**config.mk**
```make
export PLATFORM = sky130hd
export DESIGN_NAME = switch_debounce
export DESIGN_NICKNAME = d
export VERILOG_FILES = /design/src/rtl/switch_debounce_pkg.sv /design/src/rtl/debounce_ch.sv /design/src/rtl/switch_debounce.sv
export SDC_FILE = /design/constraint.sdc
export NUM_CORES = 1
export LEC_CHECK = 0
export CAP_MARGIN = 20
export CORE_MARGIN = 5
export CORE_UTILIZATION = 40
export CTS_CLUSTER_SIZE = 24
export DETAILED_ROUTE_END_ITERATION = 7
export DONT_BUFFER_PORTS = 1
export PLACE_DENSITY_LB_ADDON = 0.2
export SLEW_MARGIN = 30
export SYNTH_ARGS = -nofsm -noshare
export SYNTH_HDL_FRONTEND = slang
export SYNTH_SLANG_ARGS = --single-unit
```
**constraint.sdc**
```tcl
create_clock -name clk -period 4.5 [get_ports clk]
set_clock_uncertainty 0.2 [all_clocks]
set_input_delay 0.9 -clock clk [delete_from_list [all_inputs] [get_ports clk]]
set_output_delay 0.9 -clock clk [all_outputs]
set_load 0.1 [all_outputs]
```
**src/rtl/switch_debounce_pkg.sv**
```systemverilog
// Shared types and constants for the multi-channel switch debouncer.
package switch_debounce_pkg;

    localparam int unsigned STATE_W = 2;

    typedef enum logic [STATE_W-1:0] {
        ST_LO      = 2'd0,
        ST_WAIT_HI = 2'd1,
        ST_HI      = 2'd2,
        ST_WAIT_LO = 2'd3
    } state_t;

endpackage : switch_debounce_pkg

```
**src/rtl/debounce_ch.sv**
```systemverilog
// Single-channel conditioner: two-flop synchroniser, qualification FSM and
// counter, registered level plus one-cycle rise/fall pulses.
module debounce_ch
    import switch_debounce_pkg::*;
#(
    parameter int unsigned DEBOUNCE_CYCLES = 1_000_000
) (
    input  logic clk,
    input  logic rst_n,
    input  logic raw,
    output logic level,
    output logic rise,
    output logic fall
);

    localparam int unsigned      CNT_W   = $clog2(DEBOUNCE_CYCLES);
    localparam logic [CNT_W-1:0] CNT_MAX = CNT_W'(DEBOUNCE_CYCLES - 1);
    localparam logic [CNT_W-1:0] CNT_ONE = CNT_W'(1);

    logic             sync1;
    logic             sync2;
    state_t           state;
    state_t           state_d;
    logic [CNT_W-1:0] cnt;
    logic [CNT_W-1:0] cnt_d;
    logic             level_d;
    logic             rise_d;
    logic             fall_d;

    // Metastability guard; the FSM only ever looks at sync2.
    always_ff @(posedge clk or negedge rst_n) begin
        if (!rst_n) begin
            sync1 <= 1'b0;
            sync2 <= 1'b0;
        end else begin
            sync1 <= raw;
            sync2 <= sync1;
        end
    end

    always_ff @(posedge clk or negedge rst_n) begin
        if (!rst_n) begin
            state <= ST_LO;
            cnt   <= '0;
            level <= 1'b0;
            rise  <= 1'b0;
            fall  <= 1'b0;
        end else begin
            state <= state_d;
            cnt   <= cnt_d;
            level <= level_d;
            rise  <= rise_d;
            fall  <= fall_d;
        end
    end

    // A single opposite sample in a wait state drops back to the settled state.
    always_comb begin
        state_d = state;
        cnt_d   = cnt;
        level_d = level;
        rise_d  = 1'b0;
        fall_d  = 1'b0;
        unique case (state)
            ST_LO: begin
                if (sync2) begin
                    state_d = ST_WAIT_HI;
                    cnt_d   = CNT_ONE;
                end else begin
                    cnt_d = '0;
                end
            end
            ST_WAIT_HI: begin
                if (!sync2) begin
                    state_d = ST_LO;
                    cnt_d   = '0;
                end else if (cnt == CNT_MAX) begin
                    state_d = ST_HI;
                    cnt_d   = '0;
                    level_d = 1'b1;
                    rise_d  = 1'b1;
                end else begin
                    cnt_d = cnt + CNT_ONE;
                end
            end
            ST_HI: begin
                if (!sync2) begin
                    state_d = ST_WAIT_LO;
                    cnt_d   = CNT_ONE;
                end else begin
                    cnt_d = '0;
                end
            end
            ST_WAIT_LO: begin
                if (sync2) begin
                    state_d = ST_HI;
                    cnt_d   = '0;
                end else if (cnt == CNT_MAX) begin
                    state_d = ST_LO;
                    cnt_d   = '0;
                    level_d = 1'b0;
                    fall_d  = 1'b1;
                end else begin
                    cnt_d = cnt + CNT_ONE;
                end
            end
            default: begin
                state_d = ST_LO;
                cnt_d   = '0;
            end
        endcase
    end

endmodule : debounce_ch

```
**src/rtl/switch_debounce.sv**
```systemverilog
// Multi-channel switch/button debouncer: WIDTH independent debounce_ch copies.
module switch_debounce
    import switch_debounce_pkg::*;
#(
    parameter int unsigned WIDTH           = 3,
    parameter int unsigned DEBOUNCE_CYCLES = 1_000_000
) (
    input  logic             clk,
    input  logic             rst_n,
    input  logic [WIDTH-1:0] sw_in,
    output logic [WIDTH-1:0] sw_level,
    output logic [WIDTH-1:0] sw_rise,
    output logic [WIDTH-1:0] sw_fall
);

    for (genvar i = 0; i < int'(WIDTH); i++) begin : g_ch
        debounce_ch #(
            .DEBOUNCE_CYCLES(DEBOUNCE_CYCLES)
        ) u_ch (
            .clk  (clk),
            .rst_n(rst_n),
            .raw  (sw_in[i]),
            .level(sw_level[i]),
            .rise (sw_rise[i]),
            .fall (sw_fall[i])
        );
    end

endmodule : switch_debounce
```
==> impl_metrics.yaml, run 1 <==
status:
  outcome: "finished clean"
logic_synthesis:
  synth-edff-count: 0
  synth_top_cell_area_share_pct: 51.97
  synth_nets: 402
  synth_area_sq_um: 3900
  synthTopCellsByCount: "dfrtp_1 (81), nor2_1 (51), nand3_1 (27), xnor2_1 (27), nand2_1 (21)"
  synth_most_common_cell: "dfrtp_1"
  ys_seq_elements: 81
  synth_flop_cell: "dfrtp_1"
  synth-seq-area-share_pct: 51.97
  syn_inst: 394
  avgSynthCellArea_sq_um: 9.898
  async_flop_share_pct: 100.0
  synth_warnings: 0
  synth.top_cells.by_area: "dfrtp_1 (52%), xnor2_1 (6.1%), nor2_1 (4.9%), nand3_1 (3.5%), xor2_1 (3.4%)"
  yosysTopAreaCell: "dfrtp_1"
  synth.distinct_cells: 39
layout:
  final_cells: 524
  syn_to_final_growth_pct: 7.603
  nets: 394
  final_area_sq_um: 4197
  finish.utilization_pct: 43.54
  fillers: 938
  drive_gt1_share_pct: 5.627
  diodes: 0
timing:
  tns_ps: 0
  drv_slew: 0
  period_share_pct: 53.84
  fmax_ghz: 0.4127
  rsz0062_at_grt: "false"
  min_period_ps: 2423
  worst_pin_slew_ps: 947.9
  hold_viol_final: 0
  setup_violations: 0
  relSlewSlack_pct: 36.81
clock_network:
  root_buffer: "clkbuf_8"
  post_cts_buffers: 0
  postCtsHoldBufs: 0
  cts_resized: 0
  clkTransAtPathRegs_ps: 90
  cts_buffers: 9
  clk_latency_ps: 340
  clock_sinks: 81
  cts.path.max_buffers: 2
  cts_tree: "built"
  cts_max_level: 3
pwr:
  power.density_nw_per_um2: 336.5
  vdd_ir_drop_max_mv: 0.1679
  p_leak_nw: 1.618
global_route:
  grt_pass1_wl_um: 12780
  grt_pass1_vias: 2687
  grt_max_degree: 82
  grtUsageMet1_pct: 18.59
  overflow: 0
  use_met2_pct: 20.39
  grt_usage_pct: 13.46
  antenna_found_initial: 0
  grt-busiest-layer: "met2"
  grtUsageMet3_pct: 3.552
place:
  routabilityCongestion: 0.7456
  post-dp-hpwl_um: 4869
  portBuffers: 0
  placed_area_sq_um: 3946
  dp_cells: 508
detailed_routing:
  wire_per_inst_um: 13.73
  ant_nets: 0
  via_per_inst: 5.252
  drt-initial-drc-count: 129
  vias: 2752
  wl_um: 7193
  drc: 0
  dr.pass1.iters: 4
critical_path:
  crit_arrival_ps: 1320
  r2r_setup_slack_ps: 2130
  cp.required_ps: 3400
  critPathMaxFanout: 3
  worstSetupPathType: "register to primary output"
  crit_path_end_kind: "primary output"
  start_kind: "register"
floorplan:
  fp.dieW_um: 108.7
  initial_core_util_pct: 40.46
  chipHeight_um: 108.7
  rows: 36
  num_io_pins: 14
  core_sq_um: 9639
  die_area_sq_um: 11820
worst_hold_path:
  hold_class: "input pin to async pin"
job:
  cap_violations: 0
-- stage by stage --
stage	power, mW	worst slack, ps	hold WS, ps
after CTS	1.439	2051	24.04
after global placement	0.7771	2156	133.5
final	1.412	2077	39.35
after detailed placement	0.7775	2095	137.9
after floorplan	0.7735	2409	131.2
after global routing	1.472	1912	10.58
-- flip-flops by register name, indices dropped and copies added, names as in the netlist, named ones only --
register and cells:
g_ch.u_ch.state 3, g_ch.u_ch.cnt 60, g_ch.u_ch.sync2 3, g_ch.u_ch.rise 3
g_ch.u_ch.fall 3, g_ch.u_ch.sync1 3, g_ch.u_ch.level 3
-- routing by layer --
metal / share of wire (%) / wire [um] / vias up
met5: 0 / 0 / -
met1: 50 / 3596 / 1309
met4: 1.7 / 123 / 0
li1: - / - / 1382
met3: 4.2 / 302 / 11
met2: 44 / 3170 / 50
-- cell families after synthesis --
group	Yosys count	synth area share [%]
AOI/OAI and AO/OA	47	7.507
buffers and inverters	38	4.908
xor gates and xnor gates	42	9.432
adders and majority gates	3	0.9626
DFF	81	51.97
and+or+nand+nor	183	25.22
-- final cells by class --
cell class                      instances  area (sq um)  area share [%]
Tap cell                              133         166.4           3.965
Clock buffer                           10         137.6           3.280
Clock inverter                          6         112.6           2.683
Inverter                               19         71.32           1.699
Sequential cell                        81          2027           48.30
Multi-Input combinational cell        275          1682           40.07
-- report_power, final --
group          leakage, nW  internal [mW]  switching [mW]
registers             1.10          0.735         0.00748
logic                0.387        0.00659          0.0136
clock network        0.127          0.386           0.264
total                 1.62           1.13           0.285
-- path summary, 6_finish.rpt --
path / from / to / cells after the start
max in group asynchronous: rst_n / g_ch[1].u_ch.cnt[10] / 0
min: rst_n / g_ch[0].u_ch.fall / 0
min in group clk: g_ch[0].u_ch.sync1 / g_ch[0].u_ch.sync2 / 0
max: g_ch[0].u_ch.level / sw_level[0] / 0
min reg2reg: g_ch[0].u_ch.sync1 / g_ch[0].u_ch.sync2 / 0
max reg2reg: g_ch[2].u_ch.cnt[0] / g_ch[2].u_ch.cnt[8] / 5
-- placed cells by master, fill, tap and decap left out, types with 2 or more instances in the layout --
master	n
or3_1	5
xnor2_1	27
nand4_1	18
or2_1	2
and3_1	4
nor2b_1	2
a21oi_1	16
o31ai_1	9
ha_1	3
nor4_1	10
xor2_1	15
a211o_1	2
nand2_1	21
inv_1	19
a211oi_1	2
and2_1	4
nand3_1	27
dfrtp_1	81
nor2_1	51
nor4b_1	3
bufinv_16	3
o21ai_0	12
or4_1	10
nor3_1	10
nor3b_1	3
clkbuf_8	10
o211ai_1	2
and4_1	8
Note: power is estimated with default switching activity, not from simulation.
==> inputs of run 2 (changes only) <==
clock period = 2.3 ns   (was 4.5 ns; I/O delays follow)
==> impl_metrics.yaml, run 2 (same netlist as run 1, synthesis figures left out) <==
timing:
  min_period_ps: 2205
  whs_ps: -417.0
  period_share_pct: 95.87
  worst_pin_slew_ps: 937.6
  tns_ps: 0
  drv_slew: 0
  fmax_ghz: 0.4535
  relSlewSlack_pct: 37.49
  rsz0062_at_grt: "false"
  hold_viol_final: 81
  setup_violations: 0
floorplan:
  core_sq_um: 9639
  chipHeight_um: 108.7
  fp.dieW_um: 108.7
  die_area_sq_um: 11820
  rows: 36
  num_io_pins: 14
  initial_core_util_pct: 40.46
layout:
  largest_register: "g_ch.u_ch.cnt"
  nets: 415
  largest_register_ffs: 60
  final_area_sq_um: 4317
  layout_commonest_cell: "dfrtp_1"
  finish.utilization_pct: 44.78
  fillers: 942
  final_cell_mix: "dfrtp_1 (81), nor2_1 (51), xnor2_1 (27), nand3_1 (27), nand2_1 (21)"
  syn_to_final_growth_pct: 10.68
  diodes: 0
  drive_gt1_share_pct: 9.709
critical_path:
  crit_arrival_ps: 2260
  crit_family: "simple AND/OR/NAND/NOR gates"
  start_kind: "register"
  worstPathCellList: "ha_1 > nand4_1 > or4b_4 > or2_1 > a211o_1"
  critPathLaunch: "g_ch[2].u_ch.cnt[0]"
  crit_path_end_kind: "register"
  crit_path_end: "g_ch[2].u_ch.level"
  worst_path_max_delay_cell: "or4b_4"
  path_buf_inv: 0
  r2r_setup_slack_ps: 100
  reg2reg_from: "g_ch[2].u_ch.cnt[0]"
  worstSetupPathType: "register to register"
  critical_path_depth: 5
  critPathMaxFanout: 5
  max_stage_delay_ps: 570
  r2r_cells: 5
  cp.required_ps: 2350
  rr_endpoint: "g_ch[2].u_ch.level"
pwr:
  p_leak_nw: 1.702
  vdd_ir_drop_max_mv: 0.4834
  power_mw: 2.579
  power.density_nw_per_um2: 597.5
place:
  portBuffers: 0
  placed_area_sq_um: 4081
  routabilityCongestion: 0.7622
  post-dp-hpwl_um: 5066
clock_network:
  cts.path.max_buffers: 2
  clk_latency_ps: 360
  root_buffer: "clkbuf_8"
  cts_resized: 0
  post_cts_buffers: 0
  postCtsHoldBufs: 3
  clkTransAtPathRegs_ps: 90
  cts_max_level: 3
  cts_buffers: 9
  clock_sinks: 81
  cts_tree: "built"
detailed_routing:
  ant_nets: 0
  via_per_inst: 5.172
  drc: 0
  vias: 2819
  wl_um: 7430
  wire_per_inst_um: 13.63
  dr.pass1.iters: 4
  drt-initial-drc-count: 131
global_route:
  grt_max_degree: 82
  antenna_found_initial: 0
  grt_pass1_wl_um: 13200
  overflow: 0
  grt_pass1_vias: 2845
  grt_usage_pct: 14.02
worst_hold_path:
  hold_class: "input pin to async pin"
job:
  cap_violations: 0
status:
  violations: "hold timing"
  outcome: "complete, but fails checks"
-- run 2: cell count changes in the layout (fill, tap and decap cells not counted) --
cell           previous run  this run
inv_6                     1         0
clkinv_2                  1         3
clkbuf_8                 10        11
bufinv_16                 3         1
dlygate4sd3_1             0         3
buf_4                     0        18
-- run 2: report_power, final --
part	leakage [nW]	switching, mW	internal, mW
Sequential	1.10	0.0135	1.44
Clock	0.109	0.518	0.557
Combinational	0.488	0.0297	0.0232
-- run 2: how the worst min path moves through the flow --
stage | startpoint | to | slack, ps | depth (start not counted)
5_1_grt | rst_n | g_ch[0].u_ch.cnt[1] | -440 | 0
3_5_place_dp | rst_n | g_ch[0].u_ch.level | -30 | 0
6_report | rst_n | g_ch[2].u_ch.cnt[17] | -420 | 0
4_1_cts | rst_n | g_ch[2].u_ch.level | -430 | 0
3_3_place_gp | rst_n | g_ch[0].u_ch.level | -30 | 0
2_1_floorplan | rst_n | async pin | -40 | 0
-- run 2: final cells by class --
type	instances	area [sq um]	share of cell area, %
flip-flops and latches	81	2027	46.96
multi-input cells	275	1682	38.96
well taps	133	166.4	3.855
repair buffers	21	165.2	3.826
clock buffers	11	151.4	3.507
inverters	19	71.32	1.652
clock inverters	5	53.80	1.246
-- run 2: metal layers --
layer	wire length, um	global-route usage, %
met1	3677	18.20
met4	110	4.959
met5	0	0
met2	3363	22.29
met3	279	4.204
-- run 2: stage by stage --
stage | cells | setup WS [ps] | hold WS, ps
2_1_floorplan | 394 | 209.2 | -35.59
3_3_place_gp | 526 | 157.0 | -32.07
3_5_place_dp | 526 | 101.6 | -32.22
4_1_cts | 545 | 88.59 | -431.3
5_1_grt | 545 | 13.44 | -444.3
6_report | 545 | 95.02 | -417.0
==> inputs of run 3 (changes only) <==
CTS_BUF_LIST = sky130_fd_sc_hd__clkbuf_8   (was default)
SLEW_MARGIN = 20   (was 30)
SYNTH_HIERARCHICAL = 1   (was default)
==> impl_metrics.yaml, run 3 <==
layout:
  final_cells: 537
  nets: 412
  layout_commonest_cell: "dfrtp_1"
  drive_gt1_share_pct: 13.24
  final_area_sq_um: 4338
  diodes: 0
  finish.utilization_pct: 46.73
  final_cell_mix: "dfrtp_1 (81), nor2_1 (50), buf_4 (26)"
  syn_to_final_growth_pct: 13.86
  largest_register: "g_ch.u_ch/cnt"
  largest_register_ffs: 60
global_route:
  grt_pass1_wl_um: 12900
  overflow: 0
  grt_usage_pct: 13.74
  antenna_found_initial: 0
  grt_pass1_vias: 2728
  grt_max_degree: 82
clock_network:
  root_buffer: "clkbuf_8"
  postCtsHoldBufs: 3
  cts_buffers: 9
  clock_sinks: 81
  clkTransAtPathRegs_ps: 90
  clk_latency_ps: 350
  cts.path.max_buffers: 2
  cts_tree: "built"
  cts_max_level: 3
critical_path:
  crit_arrival_ps: 2390
  critPathMaxFanout: 5
  start_kind: "register"
  cp.required_ps: 2330
  worstSetupPathType: "register to register"
  crit_path_end_kind: "register"
  r2r_cells: 4
timing:
  relSlewSlack_pct: 38.70
  hold_viol_final: 81
  min_period_ps: 2355
  period_share_pct: 102.4
  rsz0062_at_grt: "true"
  tns_ps: -65.94
  whs_ps: -399.1
  layout_setup_ws_ps: -55.44
  drv_slew: 0
  worst_pin_slew_ps: 919.5
  fmax_ghz: 0.4245
  setup_violations: 2
pwr:
  p_leak_nw: 1.757
  power.density_nw_per_um2: 565.3
  vdd_ir_drop_max_mv: 0.3807
  power_mw: 2.452
logic_synthesis:
  synth_most_common_cell: "dfrtp_1"
  synth.distinct_cells: 41
  yosysTopAreaCell: "dfrtp_1"
  async_flop_share_pct: 100.0
  synth_area_sq_um: 3810
  synth_warnings: 6
  synth-edff-count: 0
  syn_inst: 373
  synth-seq-area-share_pct: 53.20
  synth_top_cell_area_share_pct: 53.20
  synth.top_cells.by_area: "dfrtp_1 (53%), xnor2_1 (5.1%), nor2_1 (4.9%), xor2_1 (4.6%), nand3_1 (2.8%)"
  avgSynthCellArea_sq_um: 10.21
  synthTopCellsByCount: "dfrtp_1 (81), nor2_1 (50), nand2_1 (23), xnor2_1 (22), nand3_1 (21)"
  synth_flop_cell: "dfrtp_1"
  synth_nets: 381
  ys_seq_elements: 81
floorplan:
  initial_core_util_pct: 41.04
  core_sq_um: 9284
  rows: 35
  chipHeight_um: 107.6
  die_area_sq_um: 11580
  num_io_pins: 14
  fp.dieW_um: 107.6
detailed_routing:
  wire_per_inst_um: 13.54
  via_per_inst: 5.184
  dr.pass1.iters: 4
  wl_um: 7271
  drt-initial-drc-count: 113
  drc: 0
  vias: 2784
  ant_nets: 0
status:
  violations: "hold timing, setup timing"
  outcome: "complete, but fails checks"
place:
  post-dp-hpwl_um: 4811
  dp_cells: 516
  dp_slack_ps: -16.73
  portBuffers: 0
  routabilityCongestion: 0.7473
  placed_area_sq_um: 4101
worst_hold_path:
  hold_class: "input pin to async pin"
job:
  cap_violations: 0
==> run 3: cell types whose count changed in the layout (fill, tap and decap cells not counted), sizes merged, moves of 3 or more <==
| cell | delta |
|---|---|
| o31ai | -3 |
| clkinvlp | +3 |
| xnor2 | -5 |
| nand4 | -7 |
| or3 | +6 |
| buf | +8 |
| xor2 | +5 |
| inv | -8 |
| nand3 | -4 |
==> run 3: what timing repair did <==
action | 4_1_cts | 5_1_grt
buffers inserted | 1 | 2
pin swaps | 1 | 0
endpoints found under the hold margin | 84 | 81
setup endpoints to repair | 2 | 13
gates resized for setup | 0 | 3
==> run 3: logic make-up after synthesis <==
| logic type | share of synthesized area, % |
|---|---|
| muxes | 0.6567 |
| adders and majority gates | 0.9853 |
| and+or+nand+nor | 25.55 |
| DFF | 53.20 |
| buffers and inverters | 2.200 |
| xor gates and xnor gates | 9.655 |
| AOI/OAI and AO/OA | 7.750 |
==> run 3: where the power goes <==
part           internal [mW]  switching (mW)
clock                  0.412           0.516
sequential              1.44          0.0129
combinational         0.0333          0.0397
==> run 3: layout make-up <==
| class | count | area [sq um] |
|---|---|---|
| multi-input cells | 272 | 1713 |
| repair buffers | 29 | 225.2 |
| clock inverters | 5 | 32.53 |
| fillers | 922 | 4946 |
| well taps | 129 | 161.4 |
| flip-flops and latches | 81 | 2027 |
| inverters | 11 | 41.29 |
| clock buffers | 10 | 137.6 |
==> run 3: worst paths after layout <==
| path | startpoint | end | slack, ps |
|---|---|---|---|
| max | g_ch[2].u_ch/cnt[7] | register | -60 |
| min | rst_n | g_ch[2].u_ch/cnt[13] | -400 |
| max reg2reg | g_ch[2].u_ch/cnt[7] | register | -60 |
| min reg2reg | g_ch[1].u_ch/sync1 | g_ch[1].u_ch/sync2 | 150 |
| max in group asynchronous | rst_n | g_ch[1].u_ch/cnt[12] | 2190 |
| min in group clk | g_ch[1].u_ch/sync1 | g_ch[1].u_ch/sync2 | 150 |
==> run 3: routing by layer <==
metal,vias up,part of all wire [%],GRT usage [%]
met5,-,0,0
met4,0,1.4,4.959
met3,9,3.6,3.359
met2,37,45,20.74
met1,1348,50,19.18
li1,1390,-,-
==> run 3: worst max-delay path, cell delays in order, from the launching register on <==
cell	delay [ps]
dfrtp_1	390
or4_4	540
or4_4	430
or3_4	370
mux2_4	310
